File: config.mk
export PLATFORM = sky130hd
export DESIGN_NAME = mem_wb_pipe_flat
export DESIGN_NICKNAME = d
export VERILOG_FILES = /design/src/rtl/mem_wb_if.sv /design/src/rtl/mem_wb_pipe.sv /design/src/flat_wrapper.sv
export SDC_FILE = /design/constraint.sdc
export NUM_CORES = 1
export LEC_CHECK = 0
export ABC_AREA = 1
export ABC_CLOCK_PERIOD_IN_PS = 23000
export CORE_MARGIN = 2
export CORE_UTILIZATION = 54
export CTS_CLUSTER_DIAMETER = 120
export CTS_CLUSTER_SIZE = 10
export DETAILED_ROUTE_END_ITERATION = 12
export PLACE_DENSITY = 0.85
export SLEW_MARGIN = 25
export SYNTH_ARGS = -nofsm -noshare
export SYNTH_HDL_FRONTEND = slang
export SYNTH_SLANG_ARGS = --single-unit
File: constraint.sdc
create_clock -name clk -period 23 [get_ports clk]
set_input_delay 4.6 -clock clk [delete_from_list [all_inputs] [get_ports clk]]
set_output_delay 4.6 -clock clk [all_outputs]
set_load 0.01 [all_outputs]
File: src/rtl/mem_wb_if.sv
// MEM->WB bundle channel: GPR write lanes plus one HI/LO write, carried
// under a single valid/ready pair.
//
// Handshake: a bundle moves when valid and ready are both 1 at a rising clock edge.
// The sender holds valid and the payload stable until that edge.
// The receiver drives ready without looking at valid on the same channel.
interface mem_wb_if #(
  parameter int DATA_W = 32,
  parameter int ADDR_W = 5,
  parameter int LANES  = 1
);
  logic                    valid;
  logic                    ready;
  logic [LANES*ADDR_W-1:0] wd;
  logic [LANES-1:0]        wreg;
  logic [LANES*DATA_W-1:0] wdata;
  logic [DATA_W-1:0]       hi;
  logic [DATA_W-1:0]       lo;
  logic                    whilo;

  modport master (output valid, wd, wreg, wdata, hi, lo, whilo, input ready);
  modport slave  (input valid, wd, wreg, wdata, hi, lo, whilo, output ready);
endinterface

File: src/rtl/mem_wb_pipe.sv
// MEM->WB pipeline register with a 2-entry skid buffer, flush, write-lane
// collision resolution on capture, and a retired-bundle counter.
module mem_wb_pipe #(
  parameter int DATA_W = 32,
  parameter int ADDR_W = 5,
  parameter int LANES  = 1,
  parameter int CNT_W  = 32
) (
  input  logic             clk,
  input  logic             rst,
  input  logic             flush,
  mem_wb_if.slave          in_if,
  mem_wb_if.master         out_if,
  output logic [CNT_W-1:0] retire_cnt,
  output logic [1:0]       dbg_state
);

  typedef enum logic [1:0] {
    EMPTY = 2'd0,
    ONE   = 2'd1,
    TWO   = 2'd2
  } state_t;

  typedef struct packed {
    logic [LANES*ADDR_W-1:0] wd;
    logic [LANES-1:0]        wreg;
    logic [LANES*DATA_W-1:0] wdata;
    logic [DATA_W-1:0]       hi;
    logic [DATA_W-1:0]       lo;
    logic                    whilo;
  } bundle_t;

  state_t  state;
  bundle_t main_q;
  bundle_t skid_q;
  bundle_t in_res;
  logic    out_valid_q;
  logic    in_ready_q;
  logic    accept;
  logic    consume;

  // Lane k is dropped if it targets r0 or a higher lane writes the same register.
  always_comb begin
    in_res.wd    = in_if.wd;
    in_res.wdata = in_if.wdata;
    in_res.hi    = in_if.hi;
    in_res.lo    = in_if.lo;
    in_res.whilo = in_if.whilo;
    in_res.wreg  = '0;
    for (int k = 0; k < LANES; k++) begin
      in_res.wreg[k] = in_if.wreg[k] && (in_if.wd[k*ADDR_W +: ADDR_W] != '0);
      for (int j = k + 1; j < LANES; j++) begin
        if (in_if.wreg[j] && (in_if.wd[j*ADDR_W +: ADDR_W] == in_if.wd[k*ADDR_W +: ADDR_W]))
          in_res.wreg[k] = 1'b0;
      end
    end
  end

  assign accept  = in_if.valid && in_ready_q;
  assign consume = out_valid_q && out_if.ready;

  // main_q is cleared whenever the block empties, so out_* reads as a NOP.
  always_ff @(posedge clk or posedge rst) begin
    if (rst) begin
      state       <= EMPTY;
      main_q      <= '0;
      skid_q      <= '0;
      out_valid_q <= 1'b0;
      in_ready_q  <= 1'b1;
      retire_cnt  <= '0;
    end else begin
      if (consume)
        retire_cnt <= retire_cnt + 1'b1;
      if (flush) begin
        state       <= EMPTY;
        main_q      <= '0;
        skid_q      <= '0;
        out_valid_q <= 1'b0;
        in_ready_q  <= 1'b1;
      end else begin
        case (state)
          EMPTY: begin
            if (accept) begin
              main_q      <= in_res;
              out_valid_q <= 1'b1;
              state       <= ONE;
            end
          end
          ONE: begin
            if (accept && consume) begin
              main_q <= in_res;
            end else if (accept) begin
              skid_q     <= in_res;
              in_ready_q <= 1'b0;
              state      <= TWO;
            end else if (consume) begin
              main_q      <= '0;
              out_valid_q <= 1'b0;
              state       <= EMPTY;
            end
          end
          TWO: begin
            if (consume) begin
              main_q     <= skid_q;
              skid_q     <= '0;
              in_ready_q <= 1'b1;
              state      <= ONE;
            end
          end
          default: begin
            state       <= EMPTY;
            main_q      <= '0;
            skid_q      <= '0;
            out_valid_q <= 1'b0;
            in_ready_q  <= 1'b1;
          end
        endcase
      end
    end
  end

  assign in_if.ready  = in_ready_q;
  assign out_if.valid = out_valid_q;
  assign out_if.wd    = main_q.wd;
  assign out_if.wreg  = main_q.wreg;
  assign out_if.wdata = main_q.wdata;
  assign out_if.hi    = main_q.hi;
  assign out_if.lo    = main_q.lo;
  assign out_if.whilo = main_q.whilo;
  assign dbg_state    = state;

endmodule

File: src/flat_wrapper.sv
// flat-port wrapper written by rule: the top's interface ports become plain ports
module mem_wb_pipe_flat 
#(
  parameter int DATA_W = 32,
  parameter int ADDR_W = 5,
  parameter int LANES  = 1,
  parameter int CNT_W  = 32
)
  (clk, rst, flush, retire_cnt, dbg_state, in_if_valid, in_if_wd, in_if_wreg, in_if_wdata, in_if_hi, in_if_lo, in_if_whilo, in_if_ready, out_if_valid, out_if_wd, out_if_wreg, out_if_wdata, out_if_hi, out_if_lo, out_if_whilo, out_if_ready);
  mem_wb_if #(.DATA_W(DATA_W), .ADDR_W(ADDR_W), .LANES(LANES)) in_if_i ();
  mem_wb_if #(.DATA_W(DATA_W), .ADDR_W(ADDR_W), .LANES(LANES)) out_if_i ();
  input  logic clk;
  input  logic rst;
  input  logic flush;
  output logic [CNT_W-1:0] retire_cnt;
  output logic [1:0] dbg_state;
  input wire logic [$bits(in_if_i.valid)-1:0] in_if_valid;
  input wire logic [$bits(in_if_i.wd)-1:0] in_if_wd;
  input wire logic [$bits(in_if_i.wreg)-1:0] in_if_wreg;
  input wire logic [$bits(in_if_i.wdata)-1:0] in_if_wdata;
  input wire logic [$bits(in_if_i.hi)-1:0] in_if_hi;
  input wire logic [$bits(in_if_i.lo)-1:0] in_if_lo;
  input wire logic [$bits(in_if_i.whilo)-1:0] in_if_whilo;
  output wire logic [$bits(in_if_i.ready)-1:0] in_if_ready;
  output wire logic [$bits(out_if_i.valid)-1:0] out_if_valid;
  output wire logic [$bits(out_if_i.wd)-1:0] out_if_wd;
  output wire logic [$bits(out_if_i.wreg)-1:0] out_if_wreg;
  output wire logic [$bits(out_if_i.wdata)-1:0] out_if_wdata;
  output wire logic [$bits(out_if_i.hi)-1:0] out_if_hi;
  output wire logic [$bits(out_if_i.lo)-1:0] out_if_lo;
  output wire logic [$bits(out_if_i.whilo)-1:0] out_if_whilo;
  input wire logic [$bits(out_if_i.ready)-1:0] out_if_ready;
  assign in_if_i.valid = in_if_valid;
  assign in_if_i.wd = in_if_wd;
  assign in_if_i.wreg = in_if_wreg;
  assign in_if_i.wdata = in_if_wdata;
  assign in_if_i.hi = in_if_hi;
  assign in_if_i.lo = in_if_lo;
  assign in_if_i.whilo = in_if_whilo;
  assign in_if_ready = in_if_i.ready;
  assign out_if_valid = out_if_i.valid;
  assign out_if_wd = out_if_i.wd;
  assign out_if_wreg = out_if_i.wreg;
  assign out_if_wdata = out_if_i.wdata;
  assign out_if_hi = out_if_i.hi;
  assign out_if_lo = out_if_i.lo;
  assign out_if_whilo = out_if_i.whilo;
  assign out_if_i.ready = out_if_ready;
  mem_wb_pipe #(.DATA_W(DATA_W), .ADDR_W(ADDR_W), .LANES(LANES), .CNT_W(CNT_W)) u_core (.clk(clk), .rst(rst), .flush(flush), .in_if(in_if_i), .out_if(out_if_i), .retire_cnt(retire_cnt), .dbg_state(dbg_state));
endmodule
==> run summary, run 1 <==
In the final layout, the share of cells above drive strength 1 is 0.0289. The H-tree depth reported by CTS is 1. The kind of cell adding the most delay to the critical path is simple AND/OR/NAND/NOR gates. In the finished design, the share of the clock period the worst path needs comes to 0.331. The total inserted antenna cells is 0. The flow ran to the end, and the final reports show no timing, DRC or antenna violations.

The post-cts hold buffer count came out at 0. The initial antenna violation count is 1. The post-route core utilization came out at 0.724.

The number of setup violations in the final report is 0. The largest fanout of any net on the critical path is 106. The minimum clock period after layout is 7610 ps.

The number of cells in the finished layout apart from fillers is 1856. The maximum number of pins on one net before global-route repair is 108. Global routing finished with a remaining overflow of 0. The clock slew at the register clock pins of the worst setup and hold paths came out at 60 ps. Synthesis inferred 242 register bits. The worst slack after detailed placement is 14630 ps. The post-detailed-routing wire length came out at 29600 um. The fraction of the yosys area taken by sequential cells came out at 0.560. The transition at the pin with the smallest max-transition slack is 1020 ps. The critical path arrival came out at 8070 ps. By instance count, the cell type seen most on the critical path is nand2_1. From left edge to right edge, the die measures 146 um.

During synthesis, Yosys emitted a total of 0 warnings. The library cell occupying the most area in the post-synthesis netlist is dfrtp_1. The worst hold path passes through 2 cells. The global router's overall resource usage came out at 0.277. For this run, the top clock speed supported by timing is 131 MHz. The worst-case IR drop observed on VDD is 85.8 uV. The number of detailed-routing iterations run before antenna repair is 5. Walking the worst path, the cells encountered are clkdlybuf4s50_1 -> nand2_1 -> inv_1 -> nor2_1 -> nand2_8 -> nand2_1 -> nor3_4 -> buf_4 -> nand2_1 -> nand2_1. Clock tree synthesis inserted a total of 28 buffers.

The final setup slack of the worst path is 15390 ps. The number of global-route vias before repair was 9950. The tool flagged a number of max-cap violations equal to 0. The worst stage delay on the critical path came out at 830 ps.

The endpoint identified for the worst register-to-register timing path is u_core.out_if.wdata[3]. The worst hold path belongs to the class flop to flop. The most critical setup path has its endpoint at u_core.out_if.wdata[3]. The total of buffers placed on input and output ports came out at 246. The first global-routing pass estimated 48700 um of wire. The insertion delay of the later-clocked pin in the worst-skew pair came out at 520 ps. The core area is 19600 um2. The overall via count from detail_route came out at 9889.

The cell count after placement is 1814. Routability-driven placement finished with a final weighted congestion of 0.826. In the final routed layout, each cell accounts on average for 15.9 um. The net count after synthesis came out at 1472. TritonCTS built the clock tree. The number of placement rows came out at 51. The first routing iteration left 765 violations.

The vertical die dimension came out at 146 um. The number of buffers inserted to repair setup after CTS is 0. The worst slew margin relative to its limit came out at 0.323. Setup repair after global routing left no endpoint under its margin. STA classifies the critical path endpoint as a flop. The number of pins exceeding their max-slew limit in the final report is 0.

The CTS sink count is 242. The buffer depth of the longest clock path came out at 3. The post-route antenna net violation count came out at 0. The final routed DRC violation total is 0.

The via density per instance is 5.33. On the critical path, the stage with the largest delay is an instance of buf_4. Clock tree synthesis selected as its root buffer the cell clkbuf_16.

The floorplan die area is 21200 um2. The critical path starts at out_if_ready. The setup total negative slack is 0 ps.

The ratio of total power to cell area is 98.9 nW/um2. The required time of the critical path is 23460 ps. The number of hold-slack violations in the final timing report is 0. The layout overhead on the synthesized area is 31.0%. The top cell type's share of synthesized area came out at 0.557.

Measured in cells, the most critical reg-to-reg path has a length of 9. Across the routed clock network, the largest skew measured is 10.8 ps. The filler cells instantiated in the layout total 1499. The buffers plus inverters on the worst setup path is 3. The initial standard-cell utilization of the core is 0.552. The post-synthesis instance area came out at 10800 um2.

The critical path in this run is classified as input port to flop. The top-level I/O count came out at 247. The gate count of the mapped netlist is 1363. The leakage power figure came out at 0.00697 uW. In this run the critical register-to-register path is launched from u_core.out_if.valid. Across all register-to-register paths, the minimum setup slack is 19560 ps. The mean post-synth cell area came out at 7.94 um2.

STA classifies the critical path startpoint as an input port. The post-CTS resize count is 0. The cell depth of the worst setup path came out at 10. The count of cell types in the netlist is 26.

Sorting the synthesized cells by area gives the leading types as dfrtp_1 (56%), nand2_1 (21%), o21ai_0 (9.2%), inv_1 (4.7%), clkbuf_1 (1.4%). The wire-length estimate of the detail-placed layout is 18600 um. At the end of the flow, the number of nets in the layout was 1688.
## stage by stage
step,instance area [um2],power [uW],hold slack [ps]
finish,14200,1400,477
global placement,13400,996,462
CTS,14200,1400,480
floorplan,10800,790,453
global route,14200,1470,495
detailed placement,13400,1010,464
## power by group
group          internal, uW  switching [uW]
Sequential              515            60.5
Clock                   228             165
Combinational           184             250
Total                   927             475
## cell usage in the layout (no fill, tap or decap), types with 2 or more instances in the layout
master           instances
nand2_1                599
clkdlybuf4s50_1        246
dfrtp_1                241
o21ai_0                199
inv_1                  134
nor2_1                  37
clkbuf_16               29
nand3_1                 23
xnor2_1                 12
clkbuf_1                12
nand4_1                 10
o21ai_1                 10
xor2_1                   7
nand3b_1                 6
buf_4                    6
nor3_1                   3
inv_2                    2
nand2_8                  2
## worst register-to-register path, cell delays in order, from the launching register on
cell and delay [ps]:
dfrtp_1 360, nand2_1 270, inv_1 250, nor2_1 140, nand2_8 480, nand2_1 220, nor3_4 450, buf_4 830
nand2_1 240, nand2_1 120
## synth_stat cells
library cell	n
buf_2	19
dfstp_2	1
inv_2	2
clkbuf_1	39
buf_4	2
nor2_1	37
nand4_1	10
nand3b_1	6
ha_1	1
o21ai_0	199
xnor2_1	12
and2_1	1
xor2_1	7
buf_6	7
dfrtp_1	241
nor3_2	1
nor3b_1	1
nand3_1	23
nand2_1	601
inv_1	135
o21ai_1	11
nor3_1	3
o221ai_1	1
o22ai_1	1
nor2_2	1
a21oi_1	1
## how the worst min path moves through the flow
stage | slack [ps] | start | to
floorplan | 450 | u_core.skid_q[0] | u_core.skid_q[0]
global placement | 460 | u_core.out_if.lo[22] | u_core.out_if.lo[22]
detailed placement | 460 | u_core.out_if.lo[13] | u_core.out_if.lo[13]
CTS | 480 | u_core.out_if.lo[13] | u_core.out_if.lo[13]
global route | 490 | u_core.out_if.lo[23] | u_core.out_if.lo[23]
finish | 480 | u_core.out_if.lo[13] | u_core.out_if.lo[13]
## flip-flops by register name, indices dropped and copies added (netlist names), 2 cells and up
signal / flops
u_core.skid_q: 103
u_core.out_if.hi: 32
u_core.out_if.lo: 32
u_core.out_if.wdata: 32
u_core.retire_cnt: 32
u_core.out_if.wd: 5
u_core.dbg_state: 2
## kinds of logic after synthesis
group | after synthesis | synth area share
flops | 242 | 0.560
simple gates | 684 | 0.246
xor+xnor | 19 | 0.0154
compound gates | 213 | 0.0990
buf+inv | 204 | 0.0785
fa+ha+maj | 1 | 0.00116
## area by class of cell
class	instances	area [um2]	area share
clock inverter	1	8.76	0.000618
tap	265	332	0.0234
sequential	242	6060	0.427
inverter	137	522	0.0368
multi-input combinational	917	3970	0.280
timing repair buffer	253	2520	0.178
clock buffer	41	771	0.0544
## per-layer routing
metal / vias to the layer above / part of all wire / GRT usage
li1: 4628 / - / -
met1: 4806 / 0.40 / 0.353
met2: 397 / 0.50 / 0.475
met3: 56 / 0.076 / 0.0599
met4: 2 / 0.026 / 0.0917
met5: - / 0.00044 / 0
Note: power is estimated with default switching activity, not from simulation.
==> run 2: changes to the inputs <==
--- a/config.mk
+++ b/config.mk
@@ -6,13 +6,13 @@
 export NUM_CORES = 1
 export LEC_CHECK = 0
 export ABC_AREA = 1
-export ABC_CLOCK_PERIOD_IN_PS = 23000
+export ABC_CLOCK_PERIOD_IN_PS = 6400
 export CORE_MARGIN = 2
-export CORE_UTILIZATION = 54
+export CORE_UTILIZATION = 46
 export CTS_CLUSTER_DIAMETER = 120
 export CTS_CLUSTER_SIZE = 10
 export DETAILED_ROUTE_END_ITERATION = 12
-export PLACE_DENSITY = 0.85
+export PLACE_DENSITY = 0.77
 export SLEW_MARGIN = 25
 export SYNTH_ARGS = -nofsm -noshare
 export SYNTH_HDL_FRONTEND = slang
==> constraint.sdc (replaced) <==
create_clock -name clk -period 6.4 [get_ports clk]
set_input_delay 1.28 -clock clk [delete_from_list [all_inputs] [get_ports clk]]
set_output_delay 1.28 -clock clk [all_outputs]
set_load 0.01 [all_outputs]
==> run 2 against run 1 <==
  * Global-route usage shrank 4.3 points
  * Core utilization down 11 points
  * Clock-buffer cell count is the same
  * Critical path depth decreased by 1
==> run summary, run 2 (synthesized netlist as in run 1, its figures left out) <==
The run finished with clean final reports. The initial standard-cell utilization of the core came out at 0.465 (-0.0872). The final routed DRC violation total was 0 (unchanged). The leakage power figure came out at 0.00700 uW (+0.30%).

The critical path in this run is classified as input port to flop. The fraction of final layout cells with drive strength greater than 1 came out at 0.0307 (+0.00183). The minimum clock period after layout is 3580 ps. The number of buffers inserted to repair setup after CTS came to 0 (unchanged). The register-to-register setup slack was 3540 ps (-16020 ps). The number of flip-flops under the largest register name is 103 (unchanged). The post-cts hold buffer count came to 0 (unchanged).

The total congestion overflow was 0 (unchanged). Ranked by flip-flop count, first place goes to u_core.skid_q. The worst register-to-register path begins at u_core.out_if.valid. The average wire per standard cell is 15.0 um (-5.8%). The floorplan die area came to 24800 um2 (+17%). The largest fanout of any net on the critical path came out at 106 (unchanged).

The final clock period utilization by the worst path came out at 0.560. The critical path arrival is 4050 ps (-4020 ps). The highest clock rate came out at 279 MHz. The worst hold path depth is 2 (unchanged).

The number of fill cells came out at 2057 (+37%). The CTS sink count came out at 242 (unchanged). The number of placement rows is 56 (+9.8%).

The share of power burned in the clock network came to 0.280 (about the same). The number of pins exceeding their max-slew limit in the final report came out at 0 (unchanged). The worst hold path begins at u_core.out_if.hi[31].

The worst clock skew is 14.7 ps (+3.87 ps). The final net count came out at 1691 (+0.18%). The area used by multi-input combinational logic came out at 3970 um2 (unchanged). The sequential share of power came to 0.409 (about the same). The global router's overall resource usage is 0.234 (-0.0430). Clock tree synthesis selected as its root buffer the cell clkbuf_16.

The global-route wire length before repair is 47000 um (-3.3%). The ratio of total power to cell area is 352 nW/um2 (+260%). In the layout the commonest cells are nand2_1 (599), clkdlybuf4s50_1 (246), dfrtp_1 (241), o21ai_0 (199), inv_1 (134). The vertical die dimension came out at 157 um (+8.1%). The logic gate share of total power is 0.311 (about the same). Among all stages on the critical path, the largest delay is contributed by buf_4. The switching fraction of total power is 0.335 (-0.00415). The transition at the pin with the smallest max-transition slack came out at 871 ps (-145 ps). The area growth from synthesis to layout is 32.2%. The worst stage delay on the critical path was 630 ps (-200 ps). The initial antenna violation count was 1 (unchanged). The required time of the critical path is 6870 ps (-16590 ps).

The worst vdd rail ir drop came out at 288 uV (+240%). The DRC marker count from the first detailed-route iteration came out at 597 (-22%). The H-tree depth reported by CTS is 1 (unchanged).

The worst min-delay path class is flop to flop. The floorplan die width is 157 um (+8.1%). Traced cell by cell, the critical path runs through clkdlybuf4s50_1 -> nand2_1 -> inv_1 -> nor2_1 -> nand2_8 -> nand4_1 -> buf_4 -> nand2_1 -> nand2_1.

The estimated wirelength of the detail-placed design came to 18000 um (-3.6%). The number of global-route vias before repair came out at 9545 (-4.1%). The library cell used most frequently in the layout, excluding fill and tap cells, is nand2_1.

The core area is 23300 um2 (+19%). The number of setup violations in the final report is 0 (unchanged). STA classifies the critical path endpoint as a flop. The area taken by flip-flops and latches is 6060 um2 (unchanged). The worst slew margin relative to its limit came to 0.419 (+0.0964). The overall via count from detail_route is 9631 (-2.6%). Setup repair after global routing left no endpoint under its margin. The setup total negative slack is 0 ps (unchanged). The minimum hold slack came to 475 ps (-1.52 ps). The maximum number of pins on one net before global-route repair came to 135 (+25%). The total of buffers placed on input and output ports came out at 246 (unchanged). The depth of the worst register-to-register path is 8 (-1). The buffer depth of the longest clock path came out at 3 (unchanged). The number of detailed-routing iterations run before antenna repair came out at 5 (unchanged). The overall power of the completed layout is 5030 uW (+260%). The insertion delay of the later-clocked pin in the worst-skew pair came out at 530 ps (about the same). For hold timing, the worst endpoint is u_core.out_if.hi[31].

STA classifies the critical path startpoint as an input port. The number of maximum-capacitance constraint violations came to 0 (unchanged). The post-route antenna net violation count is 0 (unchanged). The total internal power is 3350 uW (+260%).

The most frequent cell on the critical path is nand2_1. The via density per instance is 5.03 (-5.6%). The number of hold-slack violations in the final timing report is 0 (unchanged). The CTS buffer count came out at 28 (unchanged). The placer's final routability congestion estimate is 0.807 (-2.3%). The clock slew at the register clock pins of the worst setup and hold paths came to 60 ps (about the same).

The post-detailed-routing wire length came out at 28700 um (-2.8%). The top-level I/O count came out at 247 (unchanged). TritonCTS built the clock tree. The net switching power figure was 1690 uW (+250%). In this run the critical register-to-register path is captured at u_core.out_if.wdata[6]. The post-CTS resize count was 0 (unchanged).
==> run 2: worst max-delay path by stage <==
stage / start / endpoint / cells after the start
3_3_place_gp: out_if_ready / u_core.out_if.hi[6] / 10
4_1_cts: out_if_ready / u_core.out_if.hi[25] / 10
5_1_grt: out_if_ready / u_core.out_if.hi[25] / 10
3_5_place_dp: out_if_ready / u_core.out_if.hi[25] / 10
6_report: out_if_ready / u_core.out_if.wdata[6] / 9
2_1_floorplan: rst / u_core.dbg_state[0] / 1
==> run 2: metal layers <==
layer  GRT usage  wire length [um]  vias up
li1            -                 -     4640
met1       0.303             12100     4636
met2       0.401             13800      314
met3      0.0512              2270       41
met4      0.0580               603        0
met5           0                 0        -
==> run 2: area by class of cell <==
type / count / share of cell area
Sequential cell: 242 / 0.424
Clock buffer: 41 / 0.0539
Multi-Input combinational cell: 917 / 0.278
Inverter: 137 / 0.0362
Tap cell: 319 / 0.0279
Clock inverter: 1 / 0.000613
Timing Repair Buffer: 256 / 0.180
Antenna cell: 1 / 0.000175
==> run 2: worst max-delay path: cells and delay by family <==
| family | cells | cell delay (ps) |
|---|---|---|
| buf+inv | 3 | 1190 |
| simple gates | 6 | 1460 |
==> run 2: power groups by stage <==
stage               sequential, uW  combinational, uW  clock, uW
global route                  2090               1730       1500
detailed placement            2080               1570          0
floorplan                     2150                687          0
finish                        2060               1570       1410
global placement              2070               1520          0
CTS                           2060               1580       1430
==> run 2: stage by stage <==
stage               worst slack [ps]  instance area (um2)   util  instances
global placement                2060                13500  0.579       1870
CTS                             2490                14300  0.614       1913
global route                    2580                14300  0.615       1914
finish                          2820                14300  0.615       1914
floorplan                       1950                10800      -       1363
detailed placement              1940                13500  0.581       1871
==> run 3: changes to the inputs <==
--- a/config.mk
+++ b/config.mk
@@ -6,7 +6,7 @@
 export NUM_CORES = 1
 export LEC_CHECK = 0
 export ABC_AREA = 1
-export ABC_CLOCK_PERIOD_IN_PS = 6400
+export ABC_CLOCK_PERIOD_IN_PS = 3000
 export CORE_MARGIN = 2
 export CORE_UTILIZATION = 46
 export CTS_CLUSTER_DIAMETER = 120
==> constraint.sdc (replaced) <==
create_clock -name clk -period 3 [get_ports clk]
set_input_delay 0.6 -clock clk [delete_from_list [all_inputs] [get_ports clk]]
set_output_delay 0.6 -clock clk [all_outputs]
set_load 0.01 [all_outputs]
==> run 3 against run 2 <==
  * Via count decreased by 0.65%
  * Clock power grew 110%
  * Final area up 0.64%
  * Critical path depth down 8
  * Clock skew up 9.5 ps
  * Worst hold slack got worse by 0.70 ps
  * Clock-buffer cell count fell by 1
  * Sequential power increased by 110%
  * Die area unchanged
  * Register-to-register slack got worse by 2600 ps
  * Critical path type is now flop to output port
  * Largest power group unchanged
==> run summary, run 3 (synthesized netlist as in run 1, its figures left out) <==
The flow ran to the end, and the final reports show no timing, DRC or antenna violations. The startpoint-to-endpoint class of the critical path is flop to output port. The sequential share of power came out at 0.408 (about the same). The number of flip-flops under the largest register name is 103 (unchanged). The CTS buffer count came to 28 (unchanged).

The clock slew at the register clock pins of the worst setup and hold paths came out at 60 ps (about the same). The CTS sink count came to 242 (unchanged). The global-route wire length before repair came to 47900 um (+1.9%). The final net count is 1696 (+0.30%). The overall via count from detail_route came out at 9568 (-0.65%). STA classifies the critical path endpoint as an output port. The worst clock skew was 24.2 ps (+9.48 ps).

The average wire per standard cell came out at 15.2 um (+1.6%). The global router's overall resource usage is 0.239 (+0.00526). The minimum clock period after layout is 2310 ps. The signal on the critical path passes through clkdlybuf4s50_1. The transition at the pin with the smallest max-transition slack is 863 ps (-7.56 ps). The number of detailed-routing iterations run before antenna repair is 5 (unchanged). The worst min-delay path class is flop to flop. The minimum hold slack came out at 475 ps (-0.701 ps).

The number of hold-slack violations in the final timing report came out at 0 (unchanged). The critical path arrival is 1710 ps (-2340 ps). The floorplan die width is 157 um (unchanged).

The share of power burned in the clock network came out at 0.276 (-0.004). The initial antenna violation count is 1 (unchanged). The initial standard-cell utilization of the core is 0.465 (unchanged).

The insertion delay of the later-clocked pin in the worst-skew pair is 540 ps (about the same). The worst setup path is launched from a flop. The DRC marker count from the first detailed-route iteration was 641 (+7.4%).

The number of setup violations in the final report is 0 (unchanged). The switching fraction of total power was 0.337 (+0.00203). The register with the most flip-flops in the final layout is u_core.skid_q. The leakage power figure is 0.00704 uW (+0.70%). The ratio of total power to cell area is 750 nW/um2 (+110%). The worst vdd rail ir drop is 383 uV (+33%).

The H-tree depth reported by CTS is 1 (unchanged). The post-detailed-routing wire length is 29200 um (+1.8%). The net switching power figure was 3640 uW (+120%). The floorplan die area came out at 24800 um2 (unchanged). The post-route core utilization is 0.619 (+0.00393). The post-route antenna net violation count came to 0 (unchanged). The post-cts hold buffer count came out at 0 (unchanged). Of the available clock period, the critical path in the final layout requires 0.770.

The number of placement rows came out at 56 (unchanged). The total of buffers placed on input and output ports came to 246 (unchanged). The top-level I/O count came out at 247 (unchanged). The number of pins exceeding their max-slew limit in the final report came out at 0 (unchanged). The final routed DRC violation total is 0 (unchanged). Setup repair after global routing left no endpoint under its margin. The buffers plus inverters on the worst setup path is 1 (-2). The total congestion overflow is 0 (unchanged). The post-CTS resize count came out at 0 (unchanged).

The number of global-route vias before repair came out at 9600 (+0.58%). The maximum number of pins on one net before global-route repair is 108 (-20%). The register-to-register setup slack was 970 ps (-2570 ps). The number of maximum-capacitance constraint violations came out at 0 (unchanged).

The clock tree from TritonCTS is built. The library cell used as clock root buffer is clkbuf_16. The number of buffers inserted to repair setup after CTS came to 0 (unchanged). Among cell families on the critical path, the largest total delay comes from buffers and inverters. The largest fanout of any net on the critical path is 8 (-92%). The via density per instance is 4.99 (-0.91%). The buffer depth of the longest clock path is 3 (unchanged). The worst slew margin relative to its limit is 0.424 (+0.00504). The largest individual stage delay along the critical path comes from the cell clkdlybuf4s50_1. The fraction of final layout cells with drive strength greater than 1 came out at 0.0338 (+0.00303). The logic gate share of total power came to 0.316 (+0.005). The placer's final routability congestion estimate is 0.865 (+7.2%).

The required time of the critical path came to 2400 ps (-4470 ps). The total internal power is 7160 uW (+110%). In the layout the commonest cells are nand2_1 (599), clkdlybuf4s50_1 (246), dfrtp_1 (241), o21ai_0 (199), inv_1 (134). The estimated wirelength of the detail-placed design is 18300 um (+2.0%). The core area is 23300 um2 (unchanged).

Leaving out fill and tap cells, the most frequent cell in the layout is nand2_1. The worst stage delay on the critical path came out at 640 ps (about the same). The layout overhead on the synthesized area is 33.0%.

The vertical die dimension is 157 um (unchanged). The highest clock rate is 433 MHz.
==> run 3: per-stage QoR <==
stage	area [um2]	total power [uW]	worst slack [ps]	setup TNS (ps)	std cells
2_1_floorplan	10800	6060	-775	-186770	1363
3_3_place_gp	13600	7820	476	0	1876
3_5_place_dp	13600	7880	407	0	1876
4_1_cts	14400	10900	678	0	1918
5_1_grt	14400	11400	655	0	1919
6_report	14400	10800	689	0	1919
==> run 3: final cells by class <==
| cell class | count | area (um2) |
|---|---|---|
| antenna | 1 | 2.50 |
| clock buffer | 40 | 746 |
| clock inverter | 2 | 25.0 |
| fill | 1998 | 8870 |
| inverter | 137 | 518 |
| multi-input combinational | 917 | 3950 |
| sequential | 242 | 6060 |
| tap | 319 | 399 |
| timing repair buffer | 261 | 2690 |
==> run 3: final timing paths <==
kind	startpoint	endpoint	depth (start not counted)
max	u_core.dbg_state[0]	dbg_state[0]	1
min	u_core.out_if.hi[7]	u_core.out_if.hi[7]	2
max reg2reg	u_core.in_if.ready	u_core.out_if.wdata[1]	7
min reg2reg	u_core.out_if.hi[7]	u_core.out_if.hi[7]	2
max in group asynchronous	rst	u_core.skid_q[61]	3
min in group asynchronous	rst	u_core.out_if.wdata[15]	3
==> run 3: power groups by stage <==
stage | Combinational [uW] | Sequential (uW) | Clock, uW
final | 3410 | 4400 | 2980
after floorplan | 1470 | 4590 | 0
after global placement | 3380 | 4430 | 0
after detailed placement | 3440 | 4440 | 0
after CTS | 3460 | 4400 | 3030
after global routing | 3770 | 4480 | 3190
==> run 3: layer usage <==
| metal | up-vias | routed length, um | track usage |
|---|---|---|---|
| met5 | - | 0 | 0 |
| met4 | 0 | 680 | 0.0740 |
| met3 | 55 | 2110 | 0.0438 |
| met2 | 343 | 13800 | 0.394 |
| met1 | 4527 | 12700 | 0.324 |
| li1 | 4643 | - | - |
==> run 3: tightest hold or removal path, cell delays in order, from the launching register on <==
cell and delay (ps):
dfrtp_1 340, nand2_1 50, nand2_1 50
